`src/rtl/prog_clk_divider.sv`:
```
// Multi-channel programmable divider: each channel emits a square clock (toggle
// mode) or a one-cycle strobe (pulse mode) from clk_in, reprogrammable at runtime.
module prog_clk_divider #(
  parameter int CHANNELS    = 4,
  parameter int WIDTH       = 24,
  parameter int DEFAULT_DIV = 12500000,
  localparam int CW         = (CHANNELS > 1) ? $clog2(CHANNELS) : 1
) (
  input  logic                clk_in,
  input  logic                reset_n,
  input  logic [CHANNELS-1:0] enable,
  input  logic                cfg_valid,
  output logic                cfg_ready,
  input  logic [CW-1:0]       cfg_chan,
  input  logic [WIDTH-1:0]    cfg_div,
  input  logic                cfg_mode,
  output logic                cfg_err,
  output logic [CHANNELS-1:0] clk_out,
  output logic [CHANNELS-1:0] tick
);

  localparam logic [WIDTH-1:0] ONE     = WIDTH'(1);
  localparam logic [WIDTH-1:0] DIV_RST = WIDTH'(DEFAULT_DIV);

  logic [WIDTH-1:0]    cnt [CHANNELS];
  logic [WIDTH-1:0]    div [CHANNELS];
  logic [CHANNELS-1:0] mode;

  logic                pend_vld;
  logic [CW-1:0]       pend_chan;
  logic [WIDTH-1:0]    pend_div;
  logic                pend_mode;

  logic [CHANNELS-1:0] term;
  logic [CHANNELS-1:0] apply;
  logic                apply_any;
  logic                accept;
  logic                bad_cfg;

  // A pending write lands only at a terminal count or while the channel is idle,
  // so the running period always completes before the new divisor takes over.
  always_comb begin
    term  = '0;
    apply = '0;
    for (int i = 0; i < CHANNELS; i++) begin
      term[i]  = enable[i] && (cnt[i] == div[i] - ONE);
      apply[i] = pend_vld && (pend_chan == CW'(i)) && (term[i] || !enable[i]);
    end
  end

  assign apply_any = |apply;
  assign accept    = cfg_valid && cfg_ready;
  assign bad_cfg   = (cfg_div == '0) || (int'(cfg_chan) >= CHANNELS);

  always_ff @(posedge clk_in) begin
    if (!reset_n) begin
      pend_vld  <= 1'b0;
      cfg_ready <= 1'b1;
      cfg_err   <= 1'b0;
    end else begin
      cfg_err <= accept && bad_cfg;
      if (accept && !bad_cfg) begin
        pend_vld  <= 1'b1;
        cfg_ready <= 1'b0;
      end else if (apply_any) begin
        pend_vld  <= 1'b0;
        cfg_ready <= 1'b1;
      end
    end
  end

  always_ff @(posedge clk_in) begin
    if (accept && !bad_cfg) begin
      pend_chan <= cfg_chan;
      pend_div  <= cfg_div;
      pend_mode <= cfg_mode;
    end
  end

  always_ff @(posedge clk_in) begin
    if (!reset_n) begin
      for (int i = 0; i < CHANNELS; i++) begin
        cnt[i]     <= '0;
        div[i]     <= DIV_RST;
        mode[i]    <= 1'b0;
        clk_out[i] <= 1'b0;
        tick[i]    <= 1'b0;
      end
    end else begin
      for (int i = 0; i < CHANNELS; i++) begin
        if (!enable[i]) begin
          tick[i] <= 1'b0;
          if (apply[i]) begin
            div[i]     <= pend_div;
            mode[i]    <= pend_mode;
            cnt[i]     <= '0;
            clk_out[i] <= 1'b0;
          end else if (mode[i]) begin
            clk_out[i] <= 1'b0;
          end
        end else if (term[i]) begin
          cnt[i]  <= '0;
          tick[i] <= 1'b1;
          // The terminal event that applies a write already follows the new mode.
          if (apply[i]) begin
            div[i]     <= pend_div;
            mode[i]    <= pend_mode;
            clk_out[i] <= pend_mode ? 1'b1 : ~clk_out[i];
          end else begin
            clk_out[i] <= mode[i] ? 1'b1 : ~clk_out[i];
          end
        end else begin
          cnt[i]  <= cnt[i] + ONE;
          tick[i] <= 1'b0;
          if (mode[i]) begin
            clk_out[i] <= 1'b0;
          end
        end
      end
    end
  end

endmodule
```
`config.mk`:
```
export PLATFORM = sky130hd
export DESIGN_NAME = prog_clk_divider
export DESIGN_NICKNAME = d
export VERILOG_FILES = /design/src/rtl/prog_clk_divider.sv
export SDC_FILE = /design/constraint.sdc
export NUM_CORES = 1
export LEC_CHECK = 0
export ABC_AREA = 1
export CAP_MARGIN = 20
export CORE_UTILIZATION = 26
export CTS_CLUSTER_SIZE = 28
export DETAILED_ROUTE_END_ITERATION = 6
export GPL_TIMING_DRIVEN = 0
export PLACE_DENSITY = 0.37
export SLEW_MARGIN = 40
export SYNTH_ARGS = -nofsm -noshare
export SYNTH_HDL_FRONTEND = slang
export SYNTH_SLANG_ARGS = --single-unit
```
`constraint.sdc`:
```
create_clock -name clk_in -period 7.7 [get_ports clk_in]
set_clock_uncertainty 0.05 [all_clocks]
set_input_delay 1.155 -clock clk_in [delete_from_list [all_inputs] [get_ports clk_in]]
set_output_delay 1.155 -clock clk_in [all_outputs]
set_load 0.1 [all_outputs]
```
==> results.py, run 1 <==
metrics = {
    "sta": {
        "fin_crit_ns": 3.508,
        "max_freq_ghz": 0.2850,
        "holdWs_ns": 0.4211,
        "post-route-period-util_pct": 45.56,
        "hold_violations": 0,
        "worst_pin_slew_ns": 0.8336,
        "maxSlewHeadroom_pct": 44.42,
        "final_max_slew_viol_count": 0,
        "grt_setup_unrepaired": "no",
        "setup_tns_ns": 0,
        "finalSetupViolations": 0,
    },
    "critical_path": {
        "r2r_start": "div[1][0]$_SDFFCE_PN0P_",
        "rr_worst_depth": 14,
        "critical_path_peak_fanout": 24,
        "cp.required_ns": 7.82,
        "crit_type": "input pin to register",
        "r2r_end": "cnt[1][4]$_SDFFCE_PN0P_",
        "end_kind": "register",
        "worst-endpoint-arrival_ns": 3.63,
        "rrSetupSlack_ns": 4.40,
        "cp-start-kind": "input pin",
    },
    "detailed_routing": {
        "drt_iter0_drc": 625,
        "vias_per_cell": 4.340,
        "drcViolationCount": 0,
        "dr_wl_met2_um": 19280,
        "wl_um": 41920,
        "num_vias": 11561,
        "ant_nets": 0,
        "wl_per_cell_um": 15.74,
        "wl_met3_um": 1270,
        "drt-met1-wl_um": 20480,
        "highest_layer": "met4",
        "firstDrtPassIters": 5,
    },
    "clock_network": {
        "cts_tree": "built",
        "post_cts_resized": 0,
        "numCtsBuffers": 29,
        "cts.sinks": 234,
        "cts_hold_buf": 0,
        "cts-root-buf": "clkbuf_16",
        "post-cts-setup-buffers": 0,
        "clk_pin_slew_ns": 0.06,
        "insertion_delay_ns": 0.58,
        "cts_max_level": 1,
        "clockBufferDepth": 3,
    },
    "synthesis": {
        "synth_warnings": 0,
        "synth_top_area_share_pct": 45.27,
        "yosys_register_bits": 234,
        "synth_area_um2": 14530,
        "async_flop_share_pct": 0,
        "syn-num-nets": 1860,
        "synthCells": 1818,
        "synth_edf_count": 219,
        "synth_cell_type_count": 47,
        "ys_seq_area_share_pct": 47.33,
        "synth_area_leaders": "edfxtp_1 45%, nand2_1 13%, nor2_1 7.6%",
        "yosysMostFrequentCell": "nand2_1",
        "avgSynthCellArea_um2": 7.991,
        "synthTopCellsByCount": "504 x nand2_1, 295 x nor2_1, 227 x inv_1",
        "synth_area_leader_cell": "edfxtp_1",
        "synth_top_flop_cell": "edfxtp_1",
    },
    "die": {
        "dieArea_um2": 56830,
        "initial_core_util_pct": 26.32,
        "rows": 86,
        "dieWidth_um": 238.4,
        "io_pins": 44,
        "die_h_um": 238.4,
        "coreArea_um2": 55200,
    },
    "global_routing": {
        "antenna_found_initial": 0,
        "overflow": 0,
        "grt_max_degree": 28,
        "grt_pass1_wl_um": 65750,
        "grt_pass1_vias": 11360,
        "grt_usage_pct": 15.05,
    },
    "worst_hold_path": {
        "hp-start": "pend_vld$_SDFFE_PN0P_",
        "whs_path_depth": 2,
        "hold_path_class": "register to register",
        "min_to": "pend_vld$_SDFFE_PN0P_",
    },
    "placement": {
        "place.gp.congestion": 0.8331,
        "dp_cells": 2611,
        "portBuffers": 43,
        "dpl.hpwl_um": 32440,
    },
    "pwr": {
        "p_per_area_nw_per_um2": 193.9,
        "ir_worst_vdd_mv": 0.1650,
        "power_leakage_nw": 6.524,
    },
    "final_layout": {
        "fin_cells": 2664,
        "diodes": 0,
        "fin_nets": 1936,
        "area_growth_pct": 16.02,
        "drive_gt1_share_pct": 9.395,
    },
    "outcome": {
        "status": "complete, no violations",
    },
    "job": {
        "drv_cap": 0,
    },
}
[per-layer routing]
| metal | global-route usage [%] | vias to the layer above |
|---|---|---|
| met5 | 0 | - |
| met4 | 3.477 | 0 |
| met3 | 1.839 | 43 |
| met2 | 24.97 | 150 |
| met1 | 20.78 | 5318 |
| li1 | - | 6050 |
[metrics by stage]
| stage | util, % | total power [mW] | setup WS (ns) | cell area [um2] |
|---|---|---|---|---|
| 2_1_floorplan | - | 1.737 | 4.697 | 14530 |
| 3_3_place_gp | 28.79 | 1.859 | 2.984 | 15890 |
| 3_5_place_dp | 28.76 | 1.860 | 3.500 | 15870 |
| 4_1_cts | 30.53 | 3.316 | 4.134 | 16850 |
| 5_1_grt | 30.53 | 3.402 | 3.988 | 16850 |
| 6_report | 30.53 | 3.268 | 4.192 | 16850 |
[power breakdown]
| group | switching (mW) | total [mW] | leakage [nW] | internal (mW) |
|---|---|---|---|---|
| clock network | 0.583 | 1.44 | 0.476 | 0.857 |
| logic | 0.197 | 0.301 | 3.77 | 0.104 |
| registers | 0.0681 | 1.53 | 2.28 | 1.46 |
[flip-flops by register name, summed over array words and instances (netlist names), 2 cells and up]
register   count
cnt           96
div           96
pend_chan      2
mode           4
pend_div      24
tick           4
clk_out        4
[area by class of cell]
cell class / instances / area [um2]
clock inverters: 20 / 240.2
multi-input cells: 1324 / 6631
fillers: 5910 / 38350
repair buffers: 45 / 395.4
well taps: 748 / 935.9
plain buffers: 22 / 141.4
flip-flops and latches: 234 / 6877
clock buffers: 33 / 740.7
inverters: 238 / 893.4
[worst max-delay path by stage]
stage | end | cells after the start | slack [ns] | startpoint
after floorplan | cnt[1][0]$_SDFFCE_PN0P_ | 15 | 4.70 | div[1][0]$_SDFFCE_PN0P_
after global placement | cnt[1][4]$_SDFFCE_PN0P_ | 3 | 2.98 | reset_n
after detailed placement | cnt[3][0]$_SDFFCE_PN0P_ | 5 | 3.50 | reset_n
after CTS | cnt[3][0]$_SDFFCE_PN0P_ | 5 | 4.13 | reset_n
after global routing | div[3][22]$_DFFE_PP_ | 14 | 3.99 | div[3][0]$_DFFE_PP_
final | cnt[3][0]$_SDFFCE_PN0P_ | 5 | 4.19 | reset_n
[cell families (layout without fill, tap and decap cells)]
logic type / count (synthesis) / after routing / synth area share, %
DFF: 234 / 234 / 47.33
adders and majority gates: 8 / 8 / 0.6890
buffers and inverters: 260 / 358 / 7.122
and+or+nand+nor: 1134 / 1134 / 35.23
AOI/OAI and AO/OA: 73 / 73 / 2.954
xor gates and xnor gates: 109 / 109 / 6.666
[worst max-delay path: stages]
cell and delay [ns]:
clkdlybuf4s50_1 0.79, clkinv_1 0.58, clkbuf_1 0.45, nor2_1 0.22
nand2_2 0.41
[placed cells by master (no fill, tap or decap), types with 4 or more instances in the layout]
master and count:
a21oi_1 37, and3_1 6, buf_2 21, buf_4 4
buf_6 5, bufinv_16 5, clkbuf_1 8, clkbuf_16 29
clkdlybuf4s50_1 33, clkinv_1 7, clkinv_2 5, dfxtp_1 15
edfxtp_1 219, ha_1 8, inv_1 225, inv_2 10
nand2_1 498, nand2_2 18, nand3_1 103, nand3b_1 21
nand4_1 41, nor2_1 295, nor2_2 38, nor2_4 13
nor3_1 46, nor3_2 6, nor3b_1 17, nor4_1 12
o21ai_0 16, o21bai_1 5, or2_2 6, xnor2_1 50
xor2_1 58
Power figures use the tool's default switching activity.
==> run 2, diff against run 1 <==
PLACE_DENSITY = 0.39   (was 0.37)
clock period = 2.9 ns   (was 7.7 ns; I/O delays follow)
==> results.py, run 2 (synthesis results as in run 1) <==
metrics = {
    "outcome": {
        "status": "complete, no violations",
    },
    "detailed_routing": {
        "drcViolationCount": 0,
        "num_vias": 11892,
        "firstDrtPassIters": 5,
        "wl_per_cell_um": 15.53,
        "wl_um": 42150,
        "drt_iter0_drc": 631,
        "ant_nets": 0,
        "vias_per_cell": 4.382,
    },
    "pwr": {
        "pwr-share-clk_pct": 45.4,
        "swShare_pct": 25.34,
        "p_switching_mw": 2.294,
        "intPower_mw": 6.758,
        "power_leakage_nw": 6.897,
        "pwr-share-seq_pct": 44.8,
        "ir_worst_vdd_mv": 0.4427,
        "p_comb_share_pct": 9.8,
        "p_per_area_nw_per_um2": 509.1,
    },
    "global_routing": {
        "grt_pass1_wl_um": 65370,
        "antenna_found_initial": 0,
        "overflow": 0,
        "grt_pass1_vias": 11474,
        "grt_usage_pct": 14.92,
        "grt_max_degree": 28,
    },
    "final_layout": {
        "top_regs": "cnt: 96 flops, div: 96 flops, pend_div: 24 flops",
        "drive_gt1_share_pct": 15.11,
        "nFillCells": 5832,
        "fin_nets": 1984,
        "diodes": 0,
        "fin_cells": 2714,
        "final_cell_mix": "486 x nand2_1, 261 x nor2_1, 219 x edfxtp_1",
        "area_growth_pct": 22.40,
        "utilization_pct": 32.21,
        "final_common_cell": "nand2_1",
    },
    "die": {
        "die_h_um": 238.4,
        "initial_core_util_pct": 26.32,
        "io_pins": 44,
        "coreArea_um2": 55200,
        "dieArea_um2": 56830,
        "rows": 86,
        "dieWidth_um": 238.4,
    },
    "clock_network": {
        "clockBufferDepth": 3,
        "cts_hold_buf": 0,
        "cts_max_level": 1,
        "cts-root-buf": "clkbuf_16",
        "clk_pin_slew_ns": 0.06,
        "cts_tree": "built",
        "cts.sinks": 234,
        "insertion_delay_ns": 0.58,
        "numCtsBuffers": 30,
    },
    "placement": {
        "dpl.hpwl_um": 31800,
        "place.gp.congestion": 0.8381,
        "dp_cells": 2612,
        "portBuffers": 43,
    },
    "sta": {
        "maxSlewHeadroom_pct": 38.93,
        "fin_crit_ns": 2.757,
        "grt_setup_unrepaired": "yes",
        "final_max_slew_viol_count": 0,
        "post-route-period-util_pct": 95.08,
        "max_freq_ghz": 0.3627,
        "worst_pin_slew_ns": 0.9090,
        "finalSetupViolations": 0,
        "hold_violations": 0,
    },
    "critical_path": {
        "worst-endpoint-arrival_ns": 3.02,
        "rrSetupSlack_ns": 0.14,
        "critical_path_peak_fanout": 10,
        "r2r_start": "div[3][4]$_DFFE_PP_",
        "cp-start-kind": "register",
        "rr_worst_depth": 13,
        "crit_type": "register to register",
        "end_kind": "register",
        "r2r_end": "cnt[3][13]$_SDFFCE_PN0P_",
        "cp.required_ns": 3.16,
    },
    "worst_hold_path": {
        "whs_path_depth": 1,
        "min_to": "pend_mode$_DFFE_PP_",
        "hp-start": "cfg_mode",
        "hold_path_class": "input pin to register",
    },
    "job": {
        "drv_cap": 0,
    },
}
[run 2: changes by cell type in the layout (fill, tap and decap cells not counted), sizes merged]
cell,before,now
nor2,347,349
buf,30,73
clkbuf,37,40
bufinv,5,7
inv,237,235
clkinv,14,16
[run 2: timing repair]
item	4_1_cts	5_1_grt
setup buffers	10	34
pin swaps	6	28
endpoints found under the setup margin	257	330
cloned	1	2
gates resized for setup	29	95
[run 2: metrics by stage]
stage | setup WS (ns) | setup TNS (ns) | power (mW) | hold slack, ns | cell area, um2
floorplan | 0.02781 | 0 | 4.615 | 0.3889 | 14540
global placement | -1.135 | -153.91 | 4.929 | 0.4073 | 15910
detailed placement | -0.5695 | -74.15 | 4.939 | 0.4168 | 15900
CTS | 0.0003222 | 0 | 9.123 | 0.3325 | 17200
global route | -0.04118 | -0.5482 | 9.400 | 0.3503 | 17780
finish | 0.1426 | 0 | 9.052 | 0.3701 | 17780
[run 2: cell type report]
type	instances	area [um2]	share of cell area (%)
clock buffer	34	787.0	4.426
sequential	234	6877	38.67
clock inverter	22	286.5	1.611
buffer	22	186.4	1.048
multi-input combinational	1326	7036	39.57
timing repair buffer	90	777.0	4.370
inverter	238	897.1	5.045
tap	748	935.9	5.263
[run 2: worst max path at each step]
stage	from	slack (ns)	end
final	div[3][4]$_DFFE_PP_	0.14	cnt[3][13]$_SDFFCE_PN0P_
after global routing	div[2][6]$_SDFFCE_PN0P_	-0.04	div[2][20]$_SDFFCE_PN1P_
after CTS	div[0][0]$_SDFFCE_PN0P_	0.0003	div[0][13]$_SDFFCE_PN1P_
after detailed placement	reset_n	-0.57	cnt[3][1]$_SDFFCE_PN0P_
after global placement	reset_n	-1.13	cnt[1][2]$_SDFFCE_PN0P_
after floorplan	div[1][0]$_SDFFCE_PN0P_	0.03	cnt[1][0]$_SDFFCE_PN0P_
[run 2: worst max-delay path, cell delays in order (launching register included)]
cell      delay, ns
edfxtp_1       0.48
nor2_2         0.18
nand2_1        0.18
nor2_4         0.20
nand2_1        0.12
xor2_2         0.17
nand2_1        0.08
nor2_2         0.12
nand3_2        0.14
o21ai_4        0.23
or2_1          0.15
buf_6          0.17
buf_8          0.17
nor3_2         0.04
[run 2: power by group through the flow]
stage          Combinational [mW]  Sequential (mW)  Clock [mW]
6_report                    0.889             4.05        4.11
5_1_grt                      1.00             4.08        4.32
4_1_cts                     0.844             4.05        4.22
3_5_place_dp                0.813             4.13           0
3_3_place_gp                0.801             4.13           0
2_1_floorplan               0.549             4.07           0
[run 2: metal layers]
metal	track usage (%)	wire length [um]	vias up
li1	-	-	6149
met1	20.42	20420	5528
met2	24.93	19440	167
met3	1.839	1353	48
met4	3.516	928	0
met5	0	0	-
==> run 3, diff against run 2 <==
GPL_TIMING_DRIVEN = unset   (was 0)
PLACE_DENSITY = unset   (was 0.39)
==> results.py, run 3 (synthesis results as in run 1) <==
metrics = {
    "die": {
        "dieArea_um2": 56830,
        "rows": 86,
        "die_h_um": 238.4,
        "dieWidth_um": 238.4,
        "initial_core_util_pct": 26.32,
        "coreArea_um2": 55200,
        "io_pins": 44,
    },
    "clock_network": {
        "numCtsBuffers": 27,
        "cts.sinks": 234,
        "clockBufferDepth": 3,
        "cts_tree": "built",
        "cts-root-buf": "clkbuf_16",
        "insertion_delay_ns": 0.56,
        "clk_pin_slew_ns": 0.06,
        "cts_max_level": 1,
    },
    "global_routing": {
        "antenna_found_initial": 1,
        "overflow": 0,
        "grt_pass1_wl_um": 61330,
        "grt_usage_pct": 13.42,
        "grt_max_degree": 25,
        "grt_pass1_vias": 11466,
    },
    "critical_path": {
        "critical_path_peak_fanout": 10,
        "worst_path_max_delay_cell": "edfxtp_1",
        "cp.required_ns": 3.14,
        "max_stage_delay_ns": 0.46,
        "cp-start-kind": "register",
        "crit_type": "register to register",
        "worstPathCellList": "nor2_1 -> nand2_2 -> nor2_2 -> nand2_1 -> nand2_1 -> nor2_1 -> nor2_1 -> nand2_1 -> nor2_1 -> nand3_2 -> o21ai_2 -> nand2_2 -> nor2_4 -> buf_12 -> nand2_1",
        "end_kind": "register",
        "worst-endpoint-arrival_ns": 3.03,
    },
    "detailed_routing": {
        "drcViolationCount": 0,
        "wl_um": 38370,
        "ant_nets": 0,
        "vias_per_cell": 4.489,
        "firstDrtPassIters": 5,
        "num_vias": 12040,
        "drt_iter0_drc": 856,
        "wl_per_cell_um": 14.31,
    },
    "pwr": {
        "p_per_area_nw_per_um2": 501.9,
        "power_leakage_nw": 6.746,
        "ir_worst_vdd_mv": 0.4238,
    },
    "final_layout": {
        "diodes": 0,
        "fin_nets": 1956,
        "area_growth_pct": 20.20,
        "design_area_um2": 17460,
        "multi_input_area_um2": 6810,
        "utilization_pct": 31.64,
        "drive_gt1_share_pct": 12.15,
        "final-seq-area_um2": 6877,
        "nFillCells": 5759,
        "final_common_cell": "nand2_1",
        "top_regs": "cnt: 96 flops, div: 96 flops, pend_div: 24 flops",
        "final_cell_mix": "501 x nand2_1, 277 x nor2_1, 223 x inv_1",
    },
    "job": {
        "drv_cap": 0,
    },
    "worst_hold_path": {
        "hold_path_class": "input pin to register",
    },
    "sta": {
        "final_max_slew_viol_count": 0,
        "hold_violations": 0,
        "worst_pin_slew_ns": 0.7709,
        "post-route-period-util_pct": 96.09,
        "maxSlewHeadroom_pct": 48.21,
        "fin_crit_ns": 2.787,
        "fin_ws_ns": 0.1133,
        "finalSetupViolations": 0,
        "max_freq_ghz": 0.3589,
        "setup_tns_ns": 0,
    },
    "placement": {
        "dp_slack_ns": -0.05865,
        "place.gp.congestion": 0.9242,
        "portBuffers": 43,
        "dpl.hpwl_um": 28630,
        "dpl-instance-area_um2": 16050,
    },
    "outcome": {
        "status": "complete, no violations",
    },
}
run 3: power by group:
part | switching, mW | internal [mW]
logic | 0.522 | 0.324
clock network | 1.48 | 2.39
registers | 0.184 | 3.87
run 3: cell type report:
class	count	share of cell area, %
sequential	234	39.38
clock inverter	18	1.669
clock buffer	31	4.070
inverter	238	5.144
multi-input combinational	1325	39.00
tap	748	5.359
timing repair buffer	88	5.381
run 3: worst paths after layout:
kind	start	to	slack, ns	cells past startpoint
min	cfg_chan[0]	pend_chan[0]$_DFFE_PP_	0.38	1
min reg2reg	pend_vld$_SDFFE_PN0P_	pend_vld$_SDFFE_PN0P_	0.43	2
max reg2reg	div[3][2]$_DFFE_PP_	div[3][23]$_DFFE_PP_	0.11	15
max	div[3][2]$_DFFE_PP_	div[3][23]$_DFFE_PP_	0.11	15
run 3: worst max-delay path: cells and delay by family, from the launching register on:
family                 cells  cell delay [ns]
AO/OA/AOI/OAI              1             0.16
AND/OR/NAND/NOR           13             1.70
buffers and inverters      1             0.15
flip-flops                 1             0.46
run 3: timing repair:
item,in CTS,in global routing
resized for setup,0,50
hold buffers,0,0
endpoints found under the setup margin,23,282
buffers inserted,4,13
cloned,0,3
pin swaps,4,10
hold endpoints to repair,0,0
run 3: through the flow:
step / std cells / total power [mW] / hold WS [ns]
global placement: 2613 / 4.909 / 0.4123
floorplan: 1818 / 4.615 / 0.3889
finish: 2682 / 8.764 / 0.3835
CTS: 2666 / 8.805 / 0.3588
global route: 2682 / 9.088 / 0.3625
detailed placement: 2613 / 4.928 / 0.4258
run 3: metal layers:
metal	share of wire, %	up-vias	GRT usage, %
met5	0.036	-	0
met4	2.8	2	3.827
met3	5.0	57	1.747
met2	46	274	22.10
met1	46	5629	18.34
li1	-	6078	-
